==> config.mk <==
export PLATFORM = sky130hd
export DESIGN_NAME = dac_i2s_tx
export DESIGN_NICKNAME = d
export VERILOG_FILES = /design/src/rtl/dac_i2s_tx.sv
export SDC_FILE = /design/constraint.sdc
export NUM_CORES = 1
export LEC_CHECK = 0
export CAP_MARGIN = 5
export CORE_ASPECT_RATIO = 1.25
export CORE_MARGIN = 1.5
export CORE_UTILIZATION = 55
export CTS_CLUSTER_DIAMETER = 150
export DETAILED_ROUTE_END_ITERATION = 7
export GPL_TIMING_DRIVEN = 1
export PLACE_DENSITY = 0.78
export SLEW_MARGIN = 20
export SYNTH_ARGS = -nofsm -noshare
export SYNTH_HDL_FRONTEND = slang
export SYNTH_SLANG_ARGS = --single-unit
==> constraint.sdc <==
create_clock -name clk12Mhz -period 3.15 [get_ports clk12Mhz]
set_input_delay 0.63 -clock clk12Mhz [delete_from_list [all_inputs] [get_ports clk12Mhz]]
set_output_delay 0.63 -clock clk12Mhz [all_outputs]
set_load 0.02 [all_outputs]
==> src/rtl/dac_i2s_tx.sv <==
// I2S transmitter for the DAC: one stereo sample pair per 256-clock frame, 64 bit slots of
// 4 clocks each. A single holding register decouples the sample source from the frame
// register that is being shifted out.
module dac_i2s_tx #(
    parameter int unsigned DATA_WIDTH = 16
) (
    input  logic                  clk12Mhz,
    input  logic                  RESET,
    input  logic                  DACReadyFlag,
    input  logic [DATA_WIDTH-1:0] sample_left,
    input  logic [DATA_WIDTH-1:0] sample_right,
    input  logic                  sample_valid,
    output logic                  sample_ready,
    output logic                  BCLK,
    output logic                  LRCK,
    output logic                  SDATA,
    output logic                  frame_strobe,
    output logic                  underrun
);

    typedef enum logic [0:0] {StIdle, StRun} state_e;

    state_e                state_q, state_d;
    logic [7:0]            cnt_q, cnt_d;
    logic [DATA_WIDTH-1:0] frame_left_q, frame_left_d;
    logic [DATA_WIDTH-1:0] frame_right_q, frame_right_d;
    logic [DATA_WIDTH-1:0] hold_left_q, hold_left_d;
    logic [DATA_WIDTH-1:0] hold_right_q, hold_right_d;
    logic                  hold_full_q, hold_full_d;
    logic                  first_q, first_d;
    logic                  underrun_q, underrun_d;
    logic                  bclk_q, bclk_d;
    logic                  lrck_q, lrck_d;
    logic                  sdata_q, sdata_d;
    logic                  capture;
    logic                  reload;
    logic                  run_d;
    logic [5:0]            slot_d;
    int unsigned           slot_i;
    logic [DATA_WIDTH-1:0] left_sh;
    logic [DATA_WIDTH-1:0] right_sh;

    assign sample_ready = !hold_full_q;
    assign capture      = sample_valid && !hold_full_q;
    assign frame_strobe = reload;
    assign underrun     = underrun_q;
    assign BCLK         = bclk_q;
    assign LRCK         = lrck_q;
    assign SDATA        = sdata_q;

    // Next-state: frame sequencing, reload/underrun at cnt==255, holding-register capture.
    always_comb begin
        state_d       = state_q;
        cnt_d         = cnt_q;
        frame_left_d  = frame_left_q;
        frame_right_d = frame_right_q;
        hold_left_d   = hold_left_q;
        hold_right_d  = hold_right_q;
        hold_full_d   = hold_full_q;
        first_d       = first_q;
        underrun_d    = underrun_q;
        reload        = 1'b0;

        unique case (state_q)
            StIdle: begin
                cnt_d = 8'd0;
                if (DACReadyFlag) begin
                    // First frame after (re)entry always carries zeros.
                    state_d       = StRun;
                    frame_left_d  = '0;
                    frame_right_d = '0;
                    first_d       = 1'b1;
                end
            end
            StRun: begin
                cnt_d = cnt_q + 8'd1;
                if (cnt_q == 8'hFF) begin
                    if (!DACReadyFlag) begin
                        // Leave without reloading; any held pair waits for the next run.
                        state_d = StIdle;
                        cnt_d   = 8'd0;
                    end else begin
                        reload  = 1'b1;
                        first_d = 1'b0;
                        if (hold_full_q) begin
                            frame_left_d  = hold_left_q;
                            frame_right_d = hold_right_q;
                            hold_full_d   = 1'b0;
                        end else begin
                            frame_left_d  = '0;
                            frame_right_d = '0;
                            if (!first_q) begin
                                underrun_d = 1'b1;
                            end
                        end
                    end
                end
            end
            default: state_d = StIdle;
        endcase

        // Capture needs hold_full_q==0 while reload-from-hold needs it set, so they never collide.
        if (capture) begin
            hold_left_d  = sample_left;
            hold_right_d = sample_right;
            hold_full_d  = 1'b1;
        end
    end

    // Serial outputs derived from next-state so the registered pins line up with cnt_q.
    always_comb begin
        run_d    = (state_d == StRun);
        slot_d   = cnt_d[7:2];
        slot_i   = {26'd0, slot_d};
        left_sh  = frame_left_d << slot_i;
        right_sh = frame_right_d << (slot_i - 32'd32);
        bclk_d   = run_d && cnt_d[1];
        lrck_d   = run_d && (slot_d >= 6'd31) && (slot_d <= 6'd62);
        sdata_d  = 1'b0;
        if (run_d) begin
            if (slot_i < DATA_WIDTH) begin
                sdata_d = left_sh[DATA_WIDTH-1];
            end else if ((slot_i >= 32'd32) && (slot_i < 32'd32 + DATA_WIDTH)) begin
                sdata_d = right_sh[DATA_WIDTH-1];
            end
        end
    end

    // State and output registers with synchronous reset.
    always_ff @(posedge clk12Mhz) begin
        if (RESET) begin
            state_q       <= StIdle;
            cnt_q         <= 8'd0;
            frame_left_q  <= '0;
            frame_right_q <= '0;
            hold_left_q   <= '0;
            hold_right_q  <= '0;
            hold_full_q   <= 1'b0;
            first_q       <= 1'b0;
            underrun_q    <= 1'b0;
            bclk_q        <= 1'b0;
            lrck_q        <= 1'b0;
            sdata_q       <= 1'b0;
        end else begin
            state_q       <= state_d;
            cnt_q         <= cnt_d;
            frame_left_q  <= frame_left_d;
            frame_right_q <= frame_right_d;
            hold_left_q   <= hold_left_d;
            hold_right_q  <= hold_right_d;
            hold_full_q   <= hold_full_d;
            first_q       <= first_d;
            underrun_q    <= underrun_d;
            bclk_q        <= bclk_d;
            lrck_q        <= lrck_d;
            sdata_q       <= sdata_d;
        end
    end

endmodule
==> results.toml <==
[outcome]
status = "completed"

[routing]
drt_iter0_drc = 275
via_count = 3238
drt-wirelength-per-cell_um = 15.0
drt-vias-per-instance = 5.73
wl_mm = 8.49
drt_first_pass_iters = 4
drcViolationCount = 0
drtAntennaViolNets = 0

[job]
max-cap-violations = 0

[global_routing]
grt-busiest-layer = "met2"
met2_usage_pct = 44.1
grtUsageTotal_pct = 27.1
grt_use_met1_pct = 34.9
grt.overflow.total = 0
grt_pass1_wl_mm = 14.3
grtUsageMet3_pct = 4.24
first_global_vias = 3100
grt_max_degree = 51
grt_antenna_before_repair = 0

[yosys]
avgSynthCellArea_sq_um = 7.96
yosysTopAreaCellShare_pct = 45.1
synth-edff-count = 0
ys_seq_elements = 79
ys_warn_count = 0
syn_area_sq_um = 3510
synthesis.nets = 478
ys_seq_area_share_pct = 45.1
yosys.area.top_type = "dfxtp_1"
netlist_instances = 441
ys.flop_type = "dfxtp_1"
synth.distinct_cells = 51
synth_area_leaders = "dfxtp_1 (45%), nand2_1 (9.8%), a21oi_1 (6.4%)"
synthArstFlopShare_pct = 0

[final_layout]
diodes = 0
layout.cells.non_filler = 565
final_nets = 512
layout-drive-gt1-share_pct = 9.17
num-fill-cells = 517
syn_to_final_growth_pct = 21.5

[setup_path]
required_ns = 2.52
reg2reg_slack_ns = 0.40
end_kind = "output pin"
arrival_ns = 2.33
cp_max_fo = 19
crit_path_start_kind = "flip-flop"
path_class = "reg2out"

[clocking]
cts_buffers = 9
clkTransAtPathRegs_ns = 0.08
cts_tree = "yes"
holdBufCountCts = 0
cts_max_level = 3
cts_setup_buffers = 0
clockRootBuffer = "clkbuf_8"
cts_max_path_buffers = 2
clkLatencyLatePin_ns = 0.35
cts.sinks = 79

[timing]
setup_viol_count_final = 0
rsz0062_at_grt = "no"
fin_worst_skew_ns = 0.00874
hold_viol_final = 0
fmax_mhz = 338
relSlewSlack_pct = 31.1
worstMarginPinSlew_ns = 1.03
worst_slack_ns = 0.192
period_minus_slack_ns = 2.96
fin_crit_sh_pct = 93.9
slew_violations = 0
setup-tns-final_ns = 0

[floorplanning]
rows = 32
die_area_sq_um = 6870
core_region_area_sq_um = 6170
die_h_um = 92.3
chipWidth_um = 74.4
pin_count = 42
start_util_pct = 56.9

[placement]
numPortBuffers = 41
dp_cells = 549
dp_hpwl_mm = 5.80
dp_slack_ns = 0.205
place.gp.congestion = 0.894

[power]
p_leak_nw = 1.52
p_per_area_nw_per_um2 = 496
peakVddDrop_mv = 0.349

[min_path]
hold_path_class = "reg2reg"
-- repair_timing --
action / 4_1_cts / 5_1_grt
resized for setup: 0 / 2
hold endpoints to repair: 0 / 0
setup endpoints to repair: 0 / 1
-- kinds of logic (layout without fill, tap and decap cells) --
logic type,after synthesis,in the layout,synth area share [%]
and+or+nand+nor,182,182,22.7
AOI/OAI and AO/OA,132,132,25.1
DFF,79,79,45.1
buffers and inverters,38,77,4.35
xor gates and xnor gates,5,5,1.25
muxes,4,4,1.18
adders and majority gates,1,1,0.357
-- cells in the final DEF (no fill, tap or decap), types with 4 or more instances in the layout --
master / instances
nor2_1: 50
clkdlybuf4s50_1: 40
or3_1: 4
a221o_1: 4
nor3_1: 4
a22o_1: 6
nand3_1: 8
o21ai_0: 17
and2_1: 5
clkbuf_8: 10
dfxtp_1: 79
nand2_1: 92
a21oi_1: 45
buf_4: 13
inv_1: 5
o211ai_1: 7
a22oi_1: 28
-- power by group --
group          internal (mW)  switching (mW)  total (mW)
sequential              1.03          0.0186        1.04
combinational         0.0676          0.0848       0.152
clock                  0.550           0.366       0.916
-- layout make-up --
cell class | instances | area, sq um | share of cell area [%]
Clock buffer | 11 | 141 | 3.32
Clock inverter | 5 | 104 | 2.44
Inverter | 6 | 22.5 | 0.528
Multi-Input combinational cell | 324 | 1780 | 41.9
Sequential cell | 79 | 1580 | 37.1
Tap cell | 85 | 106 | 2.49
Timing Repair Buffer | 55 | 523 | 12.3
-- sequential cells by signal, indices dropped and copies added, names as in the netlist, 8 cells and up --
name,count
cnt_q,8
hold_left_q,16
frame_right_q,16
frame_left_q,16
hold_right_q,16
-- through the flow --
stage	cell area, sq um	power, mW	hold slack [ns]	utilization (%)
floorplan	3510	1.14	0.432	-
global placement	4010	1.22	0.437	65.0
global route	4260	2.18	0.475	69.1
CTS	4260	2.12	0.458	69.0
finish	4260	2.11	0.456	69.1
detailed placement	4010	1.22	0.446	65.0
-- path summary, 6_finish.rpt --
path                    from         endpoint  cells after the start
max                 cnt_q[0]     frame_strobe                      4
min          hold_left_q[10]  hold_left_q[10]                      2
max reg2reg         cnt_q[0]            SDATA                      8
min reg2reg  hold_left_q[10]  hold_left_q[10]                      2
-- metal layers --
| metal | up-vias | part of all wire [%] |
|---|---|---|
| met3 | 15 | 5.6 |
| met4 | 0 | 2.0 |
| met5 | - | 0 |
| li1 | 1623 | - |
| met2 | 104 | 48 |
| met1 | 1496 | 44 |
-- Yosys cell counts, drive strengths merged, types with 2 or more instances --
library cell,count
a221o,4
nand3,8
and2,5
nand2,92
o21ai,17
a22oi,28
a21oi,45
a22o,6
xnor2,2
buf,9
a31o,2
nand4,4
inv,6
nor3,6
nand2b,3
a211oi,3
mux2i,3
or3,4
dfxtp,79
or2,3
xor2,3
nor4,3
o32ai,2
o211ai,7
a32oi,2
a2bb2oi,2
clkbuf,23
a221oi,4
o21a,2
nor2,50
-- critical path, stage by stage, from the launching register on --
cell and delay (ns):
dfxtp_1 0.43, ha_2 0.32, nand4_4 0.30, nor3_2 0.28
clkdlybuf4s50_1 0.64
No activity file was read; power rests on OpenSTA's default activity.
